### src/rtl/alu_pkg.sv
// Shared ALU definitions: control codes, default widths and EX FSM states.
// Latency: n/a (declarations only).
// Backpressure: n/a.
package alu_pkg;

    localparam int ALU_DATA_W = 32;
    localparam int ALU_REG_W  = 5;

    // ALU control codes, also produced by the ALU control decoder
    localparam logic [3:0] ALU_AND = 4'b0000;
    localparam logic [3:0] ALU_OR  = 4'b0001;
    localparam logic [3:0] ALU_ADD = 4'b0010;
    localparam logic [3:0] ALU_SUB = 4'b0011;
    localparam logic [3:0] ALU_SLT = 4'b0100;
    localparam logic [3:0] ALU_LW  = 4'b0101;
    localparam logic [3:0] ALU_SW  = 4'b0110;
    localparam logic [3:0] ALU_BEQ = 4'b0111;

    typedef enum logic {
        ST_EMPTY = 1'b0,
        ST_FULL  = 1'b1
    } ex_state_e;

endpackage

### src/rtl/alu_core.sv
// Combinational ALU: result, zero, signed-overflow and illegal-code flags.
// Latency: 0 cycles (purely combinational).
// Backpressure: none; the enclosing stage decides when to capture.
module alu_core
    import alu_pkg::*;
#(
    parameter int DATA_W = ALU_DATA_W
) (
    input  logic [3:0]        i_ctrl,
    input  logic [DATA_W-1:0] i_a,
    input  logic [DATA_W-1:0] i_b,
    output logic [DATA_W-1:0] o_result,
    output logic              o_zero,
    output logic              o_ovf,
    output logic              o_illegal
);

    logic [DATA_W-1:0] w_sum;
    logic [DATA_W-1:0] w_diff;
    logic              w_slt;
    logic              w_add_ovf;
    logic              w_sub_ovf;

    assign w_sum  = i_a + i_b;
    assign w_diff = i_a - i_b;
    assign w_slt  = $signed(i_a) < $signed(i_b);

    // Signed overflow: add overflows when like-signed operands give a
    // different sign; subtract when unlike-signed operands flip src1's sign.
    assign w_add_ovf = (i_a[DATA_W-1] == i_b[DATA_W-1]) && (w_sum[DATA_W-1]  != i_a[DATA_W-1]);
    assign w_sub_ovf = (i_a[DATA_W-1] != i_b[DATA_W-1]) && (w_diff[DATA_W-1] != i_a[DATA_W-1]);

    // Operation select; address adds and BEQ compare never flag overflow
    always_comb begin
        o_result  = '0;
        o_ovf     = 1'b0;
        o_illegal = 1'b0;
        case (i_ctrl)
            ALU_AND: o_result = i_a & i_b;
            ALU_OR:  o_result = i_a | i_b;
            ALU_ADD: begin
                o_result = w_sum;
                o_ovf    = w_add_ovf;
            end
            ALU_SUB: begin
                o_result = w_diff;
                o_ovf    = w_sub_ovf;
            end
            ALU_SLT: o_result = {{(DATA_W-1){1'b0}}, w_slt};
            ALU_LW:  o_result = w_sum;
            ALU_SW:  o_result = w_sum;
            ALU_BEQ: o_result = w_diff;
            default: o_illegal = 1'b1;
        endcase
    end

    assign o_zero = (o_result == '0);

endmodule

### src/rtl/ex_alu_stage.sv
// Execute stage: ALU plus one-entry EX/MEM register with valid/ready handshake.
// Latency: 1 cycle from accept to out_valid_o; 1 entry/cycle when drained.
// Backpressure: in_ready_o = !out_valid_o || out_ready_i; held entry stable while stalled.
module ex_alu_stage
    import alu_pkg::*;
#(
    parameter int DATA_W = ALU_DATA_W,
    parameter int REG_W  = ALU_REG_W
) (
    input  logic              clk_i,
    input  logic              rst_n,
    input  logic              in_valid_i,
    output logic              in_ready_o,
    input  logic [3:0]        alu_ctrl_i,
    input  logic [DATA_W-1:0] src1_i,
    input  logic [DATA_W-1:0] src2_i,
    input  logic [DATA_W-1:0] wdata_i,
    input  logic [REG_W-1:0]  rd_addr_i,
    input  logic              reg_write_i,
    input  logic              mem_read_i,
    input  logic              mem_write_i,
    input  logic              branch_i,
    input  logic              flush_i,
    output logic              out_valid_o,
    input  logic              out_ready_i,
    output logic [DATA_W-1:0] result_o,
    output logic [DATA_W-1:0] wdata_o,
    output logic [REG_W-1:0]  rd_addr_o,
    output logic              reg_write_o,
    output logic              mem_read_o,
    output logic              mem_write_o,
    output logic              zero_o,
    output logic              ovf_o,
    output logic              illegal_o,
    output logic              branch_taken_o
);

    ex_state_e         r_state;
    ex_state_e         w_state_nxt;
    logic              w_accept;
    logic              w_in_ready;
    logic              w_out_valid;

    logic [DATA_W-1:0] w_result;
    logic              w_zero;
    logic              w_ovf;
    logic              w_illegal;

    logic [DATA_W-1:0] r_result;
    logic [DATA_W-1:0] r_wdata;
    logic [REG_W-1:0]  r_rd_addr;
    logic              r_reg_write;
    logic              r_mem_read;
    logic              r_mem_write;
    logic              r_zero;
    logic              r_ovf;
    logic              r_illegal;
    logic              r_branch_taken;

    alu_core #(
        .DATA_W (DATA_W)
    ) u_alu_core (
        .i_ctrl    (alu_ctrl_i),
        .i_a       (src1_i),
        .i_b       (src2_i),
        .o_result  (w_result),
        .o_zero    (w_zero),
        .o_ovf     (w_ovf),
        .o_illegal (w_illegal)
    );

    // State register; reset drops any held entry without waiting for a clock
    always_ff @(posedge clk_i or negedge rst_n) begin
        if (!rst_n) begin
            r_state <= ST_EMPTY;
        end else begin
            r_state <= w_state_nxt;
        end
    end

    // Handshake and next state; flush overrides both drain and accept
    always_comb begin
        w_out_valid = (r_state == ST_FULL);
        w_in_ready  = !w_out_valid || out_ready_i;
        w_accept    = in_valid_i && w_in_ready && !flush_i;
        w_state_nxt = r_state;
        if (flush_i) begin
            w_state_nxt = ST_EMPTY;
        end else if (w_accept) begin
            w_state_nxt = ST_FULL;
        end else if ((r_state == ST_FULL) && out_ready_i) begin
            w_state_nxt = ST_EMPTY;
        end
    end

    // EX/MEM payload: loads only on accept, with controls qualified so that
    // an illegal code becomes a flagged bubble and overflow blocks writeback
    always_ff @(posedge clk_i or negedge rst_n) begin
        if (!rst_n) begin
            r_result       <= '0;
            r_wdata        <= '0;
            r_rd_addr      <= '0;
            r_reg_write    <= 1'b0;
            r_mem_read     <= 1'b0;
            r_mem_write    <= 1'b0;
            r_zero         <= 1'b0;
            r_ovf          <= 1'b0;
            r_illegal      <= 1'b0;
            r_branch_taken <= 1'b0;
        end else if (w_accept) begin
            r_result       <= w_result;
            r_wdata        <= wdata_i;
            r_rd_addr      <= rd_addr_i;
            r_reg_write    <= reg_write_i && !w_ovf && !w_illegal;
            r_mem_read     <= mem_read_i && !w_illegal;
            r_mem_write    <= mem_write_i && !w_illegal;
            r_zero         <= w_zero;
            r_ovf          <= w_ovf;
            r_illegal      <= w_illegal;
            r_branch_taken <= branch_i && (alu_ctrl_i == ALU_BEQ) && w_zero;
        end
    end

    assign in_ready_o     = w_in_ready;
    assign out_valid_o    = w_out_valid;
    assign result_o       = r_result;
    assign wdata_o        = r_wdata;
    assign rd_addr_o      = r_rd_addr;
    assign reg_write_o    = r_reg_write;
    assign mem_read_o     = r_mem_read;
    assign mem_write_o    = r_mem_write;
    assign zero_o         = r_zero;
    assign ovf_o          = r_ovf;
    assign illegal_o      = r_illegal;
    assign branch_taken_o = r_branch_taken;

endmodule
### config.mk
export PLATFORM = sky130hd
export DESIGN_NAME = ex_alu_stage
export DESIGN_NICKNAME = d
export VERILOG_FILES = /design/src/rtl/alu_pkg.sv /design/src/rtl/alu_core.sv /design/src/rtl/ex_alu_stage.sv
export SDC_FILE = /design/constraint.sdc
export NUM_CORES = 1
export LEC_CHECK = 0
export BUFFER_PORTS_ARGS = -buffer_cell sky130_fd_sc_hd__clkbuf_2
export CORE_MARGIN = 5
export CORE_UTILIZATION = 61
export DETAILED_ROUTE_END_ITERATION = 8
export GPL_TIMING_DRIVEN = 0
export PLACE_DENSITY = 0.95
export SETUP_SLACK_MARGIN = 0.3
export SKIP_CTS_REPAIR_TIMING = 1
export SYNTH_ARGS = -nofsm -noshare
export SYNTH_HDL_FRONTEND = slang
export SYNTH_SLANG_ARGS = --single-unit
export TNS_END_PERCENT = 30
### constraint.sdc
create_clock -name clk_i -period 4.05 [get_ports clk_i]
set_clock_uncertainty 0.1 [all_clocks]
set_input_delay 0.6075 -clock clk_i [delete_from_list [all_inputs] [get_ports clk_i]]
set_output_delay 0.6075 -clock clk_i [all_outputs]
set_load 0.02 [all_outputs]
==> metrics.md, run 1 <==
| Metric | Value |
|---|---|
| Number of violations of the max-capacitance limit | 0 |
| Core area | 13830 um2 |
| GR Overflow Total | 0 |
| Fraction of synthesis flops using an asynchronous set or reset pin | 1.000 |
| Post-Syn Area | 8568 um2 |
| Flip-flop and latch count after synthesis | 77 |
| ANT cells | 0 |
| Synth Net Count | 1378 |
| Port Buf Inserts | 191 |
| Placed wire-length estimate | 26080 um |
| Count of flip-flops with a built-in enable after synthesis | 0 |
| Final design area excluding fillers | 10810 um2 |
| Most common cell in the synthesized netlist | nand2_1 |
| Slew headroom | 0.4193 |
| Crit start category | input pin |
| CP arrival | 4.04 ns |
| Post-synth top area cell | dfrtp_1 |
| Post-place instance area | 9779 um2 |
| Maximum level of the CTS H-tree | 3 |
| Data required, critical path | 4.19 ns |
| Power Dens Cells | 316.7 nW/um2 |
| Largest net degree at the start of global routing | 63 |
| Die Footprint | 16520 um2 |
| Remaining antenna violation count after routing | 0 |
| Most common library cells after synthesis | nand2_1, inv_1, ha_1, nor2_1, dfrtp_1 |
| Area occupied by multi-input gates | 6466 um2 |
| # setup viols final | 0 |
| Row count | 43 |
| Static power due to leakage | 5.405 nW |
| Hold slack | 0.05732 ns |
| Synth area leaders | dfrtp_1, ha_1, nand2_1, inv_1, a21oi_1 |
| Fmax | 256.8 MHz |
| TritonCTS Buffers | 9 |
| Routed WL per cell | 22.81 um |
| Worst VDD drop | 227.0 uV |
| Overall fraction of global-route tracks in use | 0.4038 |
| Clock Tree Buf Depth | 2 |
| Clock tree from TritonCTS | built |
| Ratio of routed vias to standard cells | 6.753 |
| Number of iterations in the first detailed-routing pass | 6 |
| Die span in y | 128.5 um |
| Top-level I/O count | 192 |
| Result of the run | finished, final reports clean |
| Effective utilization at floorplan | 0.6197 |
| Number of warnings issued by yosys | 0 |
| Unrepaired setup endpoints after global routing | yes |
| Transition at the pin with the smallest max-transition slack | 0.8711 ns |
| Routed via count | 10.58k |
| Portion of the post-synthesis area used by sequential elements | 0.2249 |
| Library cells used by synthesis | 88 |
| Ratio of cells with drive above 1 in the final layout | 0.2552 |
| Syn Area/Cell | 7.393 um2 |
| Number of clock sinks seen by CTS | 77 |
| Placer congestion estimate | 1.016 |
| Signed area change from the synthesized netlist to the final layout | 26.11% |
| Clock input transition at the sequential cells of the worst setup and hold paths | 0.06 ns |
| Width of the die | 128.5 um |
| Top_reg_cell synth | dfrtp_1 |
| Syn Inst Count | 1159 |
| Final clock period utilization by the worst path | 0.9614 |
| Critical path peak fanout | 5 |
| Number of global-route vias before repair | 9693 |
| Tightest Hold Check Type | input pin to asynchronous set/reset pin |
| Hold violation count in the final report | 0 |
| Initial antenna violation count | 0 |
| Post-detailed-routing wire length | 35750 um |
| Final period demand of the worst path | 3.894 ns |
| First-pass GRT wire length | 52620 um |
| Startpoint-to-endpoint class of the critical path | input pin to register |
| FF+latch area | 1927 um2 |
| Crit end category | register |
| CTS Root Buffer Type | clkbuf_16 |
| Fin nets | 1602 |
| DRC violation total after the first TritonRoute iteration | 1581 |
| Area share of the largest cell type after synthesis | 0.2249 |
| Max-slew violation count | 0 |
| Clk Latency, worst-skew pair | 0.33 ns |
| Number of design rule violations left after detail routing | 0 |
| # fillers | 964 |
[layer usage]
| metal | GRT usage | wire (um) |
|---|---|---|
| met1 | 0.5140 | 12860 |
| met2 | 0.6531 | 15840 |
| met3 | 0.08261 | 4668 |
| met4 | 0.2020 | 2373 |
| met5 | 0 | 0 |
[critical path, stage by stage]
cell and delay [ns]:
clkbuf_2 0.10, inv_1 0.10, ha_2 0.23, fa_2 0.26, nor2_4 0.06, o311ai_4 0.33, a31oi_4 0.22, a2111oi_4 0.43
o32a_1 0.24, a31oi_2 0.16, nor4_4 0.37, nand4bb_1 0.20, o41ai_2 0.28, nand4_1 0.22, o31ai_2 0.23
[state kept, by name (all words and copies together) (netlist names)]
name and count:
branch_taken_o 1, illegal_o 1, mem_read_o 1, mem_write_o 1, out_valid_o 1, ovf_o 1
rd_addr_o 5, reg_write_o 1, result_o 32, wdata_o 32, zero_o 1
[report_power, final]
| group | switching (mW) | internal, mW | leakage (nW) |
|---|---|---|---|
| combinational | 1.04 | 0.531 | 4.29 |
| sequential | 0.0977 | 0.887 | 0.970 |
| clock | 0.334 | 0.536 | 0.147 |
| total | 1.47 | 1.95 | 5.40 |
[kinds of logic after synthesis]
family / count (synthesis) / share of synthesized area
flip-flops: 77 / 0.2249
AND/OR/NAND/NOR: 436 / 0.2296
AO/OA/AOI/OAI: 340 / 0.2802
adder cells (fa/ha/maj): 105 / 0.1551
XOR/XNOR: 8 / 0.008178
buffers and inverters: 176 / 0.08192
multiplexers: 17 / 0.02015
[through the flow]
stage               setup WS [ns]  utilization  power (mW)  std cells  TNS (ns)
floorplan                  0.3458            -       1.817       1159         0
global placement          -0.7839       0.7051       2.286       1530    -2.814
detailed placement        -0.8876       0.7073       2.324       1531    -3.136
CTS                       -0.5618       0.7300       3.206       1546    -1.431
global route              0.03563       0.7815       3.537       1567         0
finish                     0.1564       0.7815       3.422       1567         0
[layout by cell type (no fill, tap or decap), types with 12 or more instances in the layout]
cell / count
o21ai_0: 52
nor2b_1: 12
ha_1: 100
clkbuf_1: 32
buf_2: 12
clkbuf_2: 200
a21oi_1: 57
dfrtp_1: 77
a211oi_1: 18
nand4_1: 12
o211ai_1: 17
nand3_1: 24
nand2_1: 220
nor2_1: 79
buf_4: 23
mux2i_1: 14
nor3_1: 14
a21o_1: 17
inv_1: 109
[final cells by class]
class,count,share of cell area
buffer,67,0.02941
clock buffer,9,0.02084
clock inverter,6,0.008221
inverter,109,0.03786
multi-input combinational,906,0.5984
sequential,77,0.1783
tap,180,0.02084
timing repair buffer,213,0.1061
[path summary, 6_finish.rpt]
path	cells past startpoint	start	to	slack, ns
setup reg to reg	10	out_valid_o	branch_taken_o	0.71
hold reg to reg	2	result_o[30]	result_o[30]	0.38
max in group asynchronous	2	rst_n	out_valid_o	3.22
min in group clk_i	3	wdata_i[24]	wdata_o[24]	0.37
hold / removal	1	rst_n	wdata_o[30]	0.06
setup / recovery	15	src1_i[0]	branch_taken_o	0.16
(Power assumes the default switching activity.)
==> run 2: changes to the inputs <==
--- a/config.mk
+++ b/config.mk
@@ -6,11 +6,12 @@
 export NUM_CORES = 1
 export LEC_CHECK = 0
 export BUFFER_PORTS_ARGS = -buffer_cell sky130_fd_sc_hd__clkbuf_2
+export CAP_MARGIN = 10
 export CORE_MARGIN = 5
-export CORE_UTILIZATION = 61
+export CORE_UTILIZATION = 31
 export DETAILED_ROUTE_END_ITERATION = 8
 export GPL_TIMING_DRIVEN = 0
-export PLACE_DENSITY = 0.95
+export PLACE_DENSITY = 0.59
 export SETUP_SLACK_MARGIN = 0.3
 export SKIP_CTS_REPAIR_TIMING = 1
 export SYNTH_ARGS = -nofsm -noshare
==> constraint.sdc (replaced) <==
create_clock -name clk_i -period 3.4 [get_ports clk_i]
set_clock_uncertainty 0.1 [all_clocks]
set_input_delay 0.51 -clock clk_i [delete_from_list [all_inputs] [get_ports clk_i]]
set_output_delay 0.51 -clock clk_i [all_outputs]
set_load 0.02 [all_outputs]
==> run 2 against run 1 <==
Net effect:
- the run now ends with setup timing left
- design area rose by 8.0%
- worst setup slack got worse by 0.32 ns
- sequential cell count did not move
- die area rose by 88%
- register-to-register slack got worse by 0.27 ns
- count of clock-buffer cells in the layout rose by 1
- first-iteration DRC count fell by 47%
- worst hold slack improved by 0.015 ns
- critical path depth did not move
- power rose by 19%
- critical path type unchanged
- critical endpoint unchanged
- largest cell class unchanged
- largest power group unchanged
==> metrics.md, run 2 (synthesis results as in run 1) <==
| Metric | Value |
|---|---|
| Slew headroom | 0.4867 (was 0.4193) |
| Clock Tree Buf Depth | 2 (unchanged) |
| Placed wire-length estimate | 28060 um (was 26080 um) |
| DRC violation total after the first TritonRoute iteration | 842 (was 1581) |
| Die span in y | 176.3 um (was 128.5 um) |
| Crit start category | input pin (unchanged) |
| ANT cells | 0 (unchanged) |
| # setup viols final | 2 (was 0) |
| Final WS setup | -0.1601 ns (was 0.1564 ns) |
| Static power due to leakage | 5.628 nW (was 5.405 nW) |
| Clock input transition at the sequential cells of the worst setup and hold paths | 0.06 ns (about the same) |
| Port Buf Inserts | 191 (unchanged) |
| Data required, critical path | 3.54 ns (was 4.19 ns) |
| Ratio of cells with drive above 1 in the final layout | 0.3065 (was 0.2552) |
| Commonest non-fill, non-tap cells in the layout | nand2_1, clkbuf_2, inv_1 (unchanged) |
| Routed WL per cell | 19.73 um (was 22.81 um) |
| Power Dens Cells | 349.2 nW/um2 (was 316.7 nW/um2) |
| Hold violation count in the final report | 0 (unchanged) |
| Tot Pwr | 4.074 mW (was 3.422 mW) |
| Number of global-route vias before repair | 9262 (was 9693) |
| Number of iterations in the first detailed-routing pass | 5 (was 6) |
| Overall fraction of global-route tracks in use | 0.2107 (was 0.4038) |
| Violated checks | setup timing |
| Remaining antenna violation count after routing | 0 (unchanged) |
| Unrepaired setup endpoints after global routing | yes (unchanged) |
| Result of the run | finished, violations left (was finished, final reports clean) |
| Clk Latency, worst-skew pair | 0.33 ns (about the same) |
| Area occupied by multi-input gates | 6828 um2 (was 6466 um2) |
| Top-level I/O count | 192 (unchanged) |
| # fillers | 2773 (was 964) |
| Final clock period utilization by the worst path | 1.047 |
| First-pass GRT wire length | 52340 um (was 52620 um) |
| Fmax | 280.9 MHz |
| Setup slack of the most critical reg-to-reg path | 0.44 ns (was 0.71 ns) |
| Ratio of routed vias to standard cells | 5.458 (was 6.753) |
| Maximum level of the CTS H-tree | 3 (unchanged) |
| Worst reg-to-reg path cell count | 10 (unchanged) |
| Die Footprint | 31060 um2 (was 16520 um2) |
| Width of the die | 176.3 um (was 128.5 um) |
| Place WS | -1.087 ns (was -0.8876 ns) |
| Crit end category | register (unchanged) |
| Crit Reg-Reg Startpoint | out_valid_o (unchanged) |
| Largest net degree at the start of global routing | 46 (was 63) |
| Effective utilization at floorplan | 0.3162 (was 0.6197) |
| GR Overflow Total | 0 (unchanged) |
| Final period demand of the worst path | 3.560 ns |
| Number of design rule violations left after detail routing | 0 (unchanged) |
| Critical path peak fanout | 4 (was 5) |
| Post-detailed-routing wire length | 35080 um (was 35750 um) |
| Placer congestion estimate | 0.9508 (was 1.016) |
| Commonest non-fill, non-tap cell in the layout | nand2_1 (unchanged) |
| Number of clock sinks seen by CTS | 77 (unchanged) |
| Fin nets | 1620 (was 1602) |
| Tightest Hold Check Type | input pin to asynchronous set/reset pin (unchanged) |
| Initial antenna violation count | 1 (was 0) |
| Startpoint-to-endpoint class of the critical path | input pin to register (unchanged) |
| FF+latch area | 1927 um2 (unchanged) |
| Clock tree from TritonCTS | built (unchanged) |
| CP arrival | 3.70 ns (was 4.04 ns) |
| Transition at the pin with the smallest max-transition slack | 0.7672 ns (was 0.8711 ns) |
| CTS Root Buffer Type | clkbuf_16 (unchanged) |
| TritonCTS Buffers | 9 (unchanged) |
| Reg2reg end | branch_taken_o (unchanged) |
| Routed via count | 9704 (was 10.58k) |
| Number of violations of the max-capacitance limit | 0 (unchanged) |
| Row count | 60 (was 43) |
| Signed area change from the synthesized netlist to the final layout | 36.17% (was 26.11%) |
| Worst VDD drop | 219.9 uV (was 227.0 uV) |
| Max-slew violation count | 0 (unchanged) |
| Core area | 27100 um2 (was 13830 um2) |
[run 2: changes by cell type in the layout (fill, tap and decap cells not counted), sizes merged]
cell    before  now
buf         44   67
bufinv       2    1
clkbuf     245  241
clkinv       2    1
inv        109  111
[run 2: final cells by class]
| cell class | instances | share of cell area |
|---|---|---|
| Timing Repair Buffer | 231 | 0.1137 |
| Inverter | 109 | 0.03764 |
| Buffer | 67 | 0.03271 |
| Sequential cell | 77 | 0.1651 |
| Clock inverter | 6 | 0.006113 |
| Tap cell | 372 | 0.03989 |
| Clock buffer | 10 | 0.01962 |
| Multi-Input combinational cell | 906 | 0.5852 |
[run 2: metal layers]
metal,track usage,up-vias,part of all wire
met2,0.3420,469,0.45
li1,-,4579,-
met4,0.06693,2,0.030
met1,0.2779,4586,0.43
met3,0.04925,68,0.086
met5,0,-,0.00037
[run 2: worst max-delay path, stage by stage]
cell	delay, ns
clkbuf_2	0.16
inv_4	0.08
fa_2	0.42
nor2_4	0.14
o311ai_4	0.13
a31oi_4	0.33
a2111oi_4	0.15
buf_4	0.17
o211a_1	0.24
a221o_1	0.40
a21oi_4	0.19
o211ai_1	0.19
nor4_4	0.28
nand3_1	0.13
o31ai_2	0.18
[run 2: worst max path at each step]
stage                             start             end  slack [ns]
after floorplan               src1_i[0]  branch_taken_o        0.03
after global placement    alu_ctrl_i[0]  branch_taken_o       -1.03
after detailed placement  alu_ctrl_i[0]  branch_taken_o       -1.09
after CTS                 alu_ctrl_i[0]  branch_taken_o       -0.76
after global routing          src1_i[5]  branch_taken_o       -0.34
final                         src1_i[1]  branch_taken_o       -0.16
[run 2: report_power, final]
part / leakage (nW) / switching [mW] / total, mW / internal [mW]
logic: 4.52 / 1.24 / 1.96 / 0.722
registers: 0.970 / 0.0886 / 1.14 / 1.06
clock network: 0.140 / 0.395 / 0.970 / 0.575
[run 2: stage by stage]
step                utilization  instance area [um2]  setup TNS, ns  hold slack, ns  cells
floorplan                     -                 8795              0          0.1144   1159
global placement         0.3770                10220         -10.08          0.3573   1722
detailed placement       0.3783                10250         -9.810          0.3610   1724
CTS                      0.3894                10550         -3.415         0.08380   1740
global route             0.4305                11670        -0.6089          0.1055   1778
finish                   0.4305                11670        -0.2613         0.07217   1778
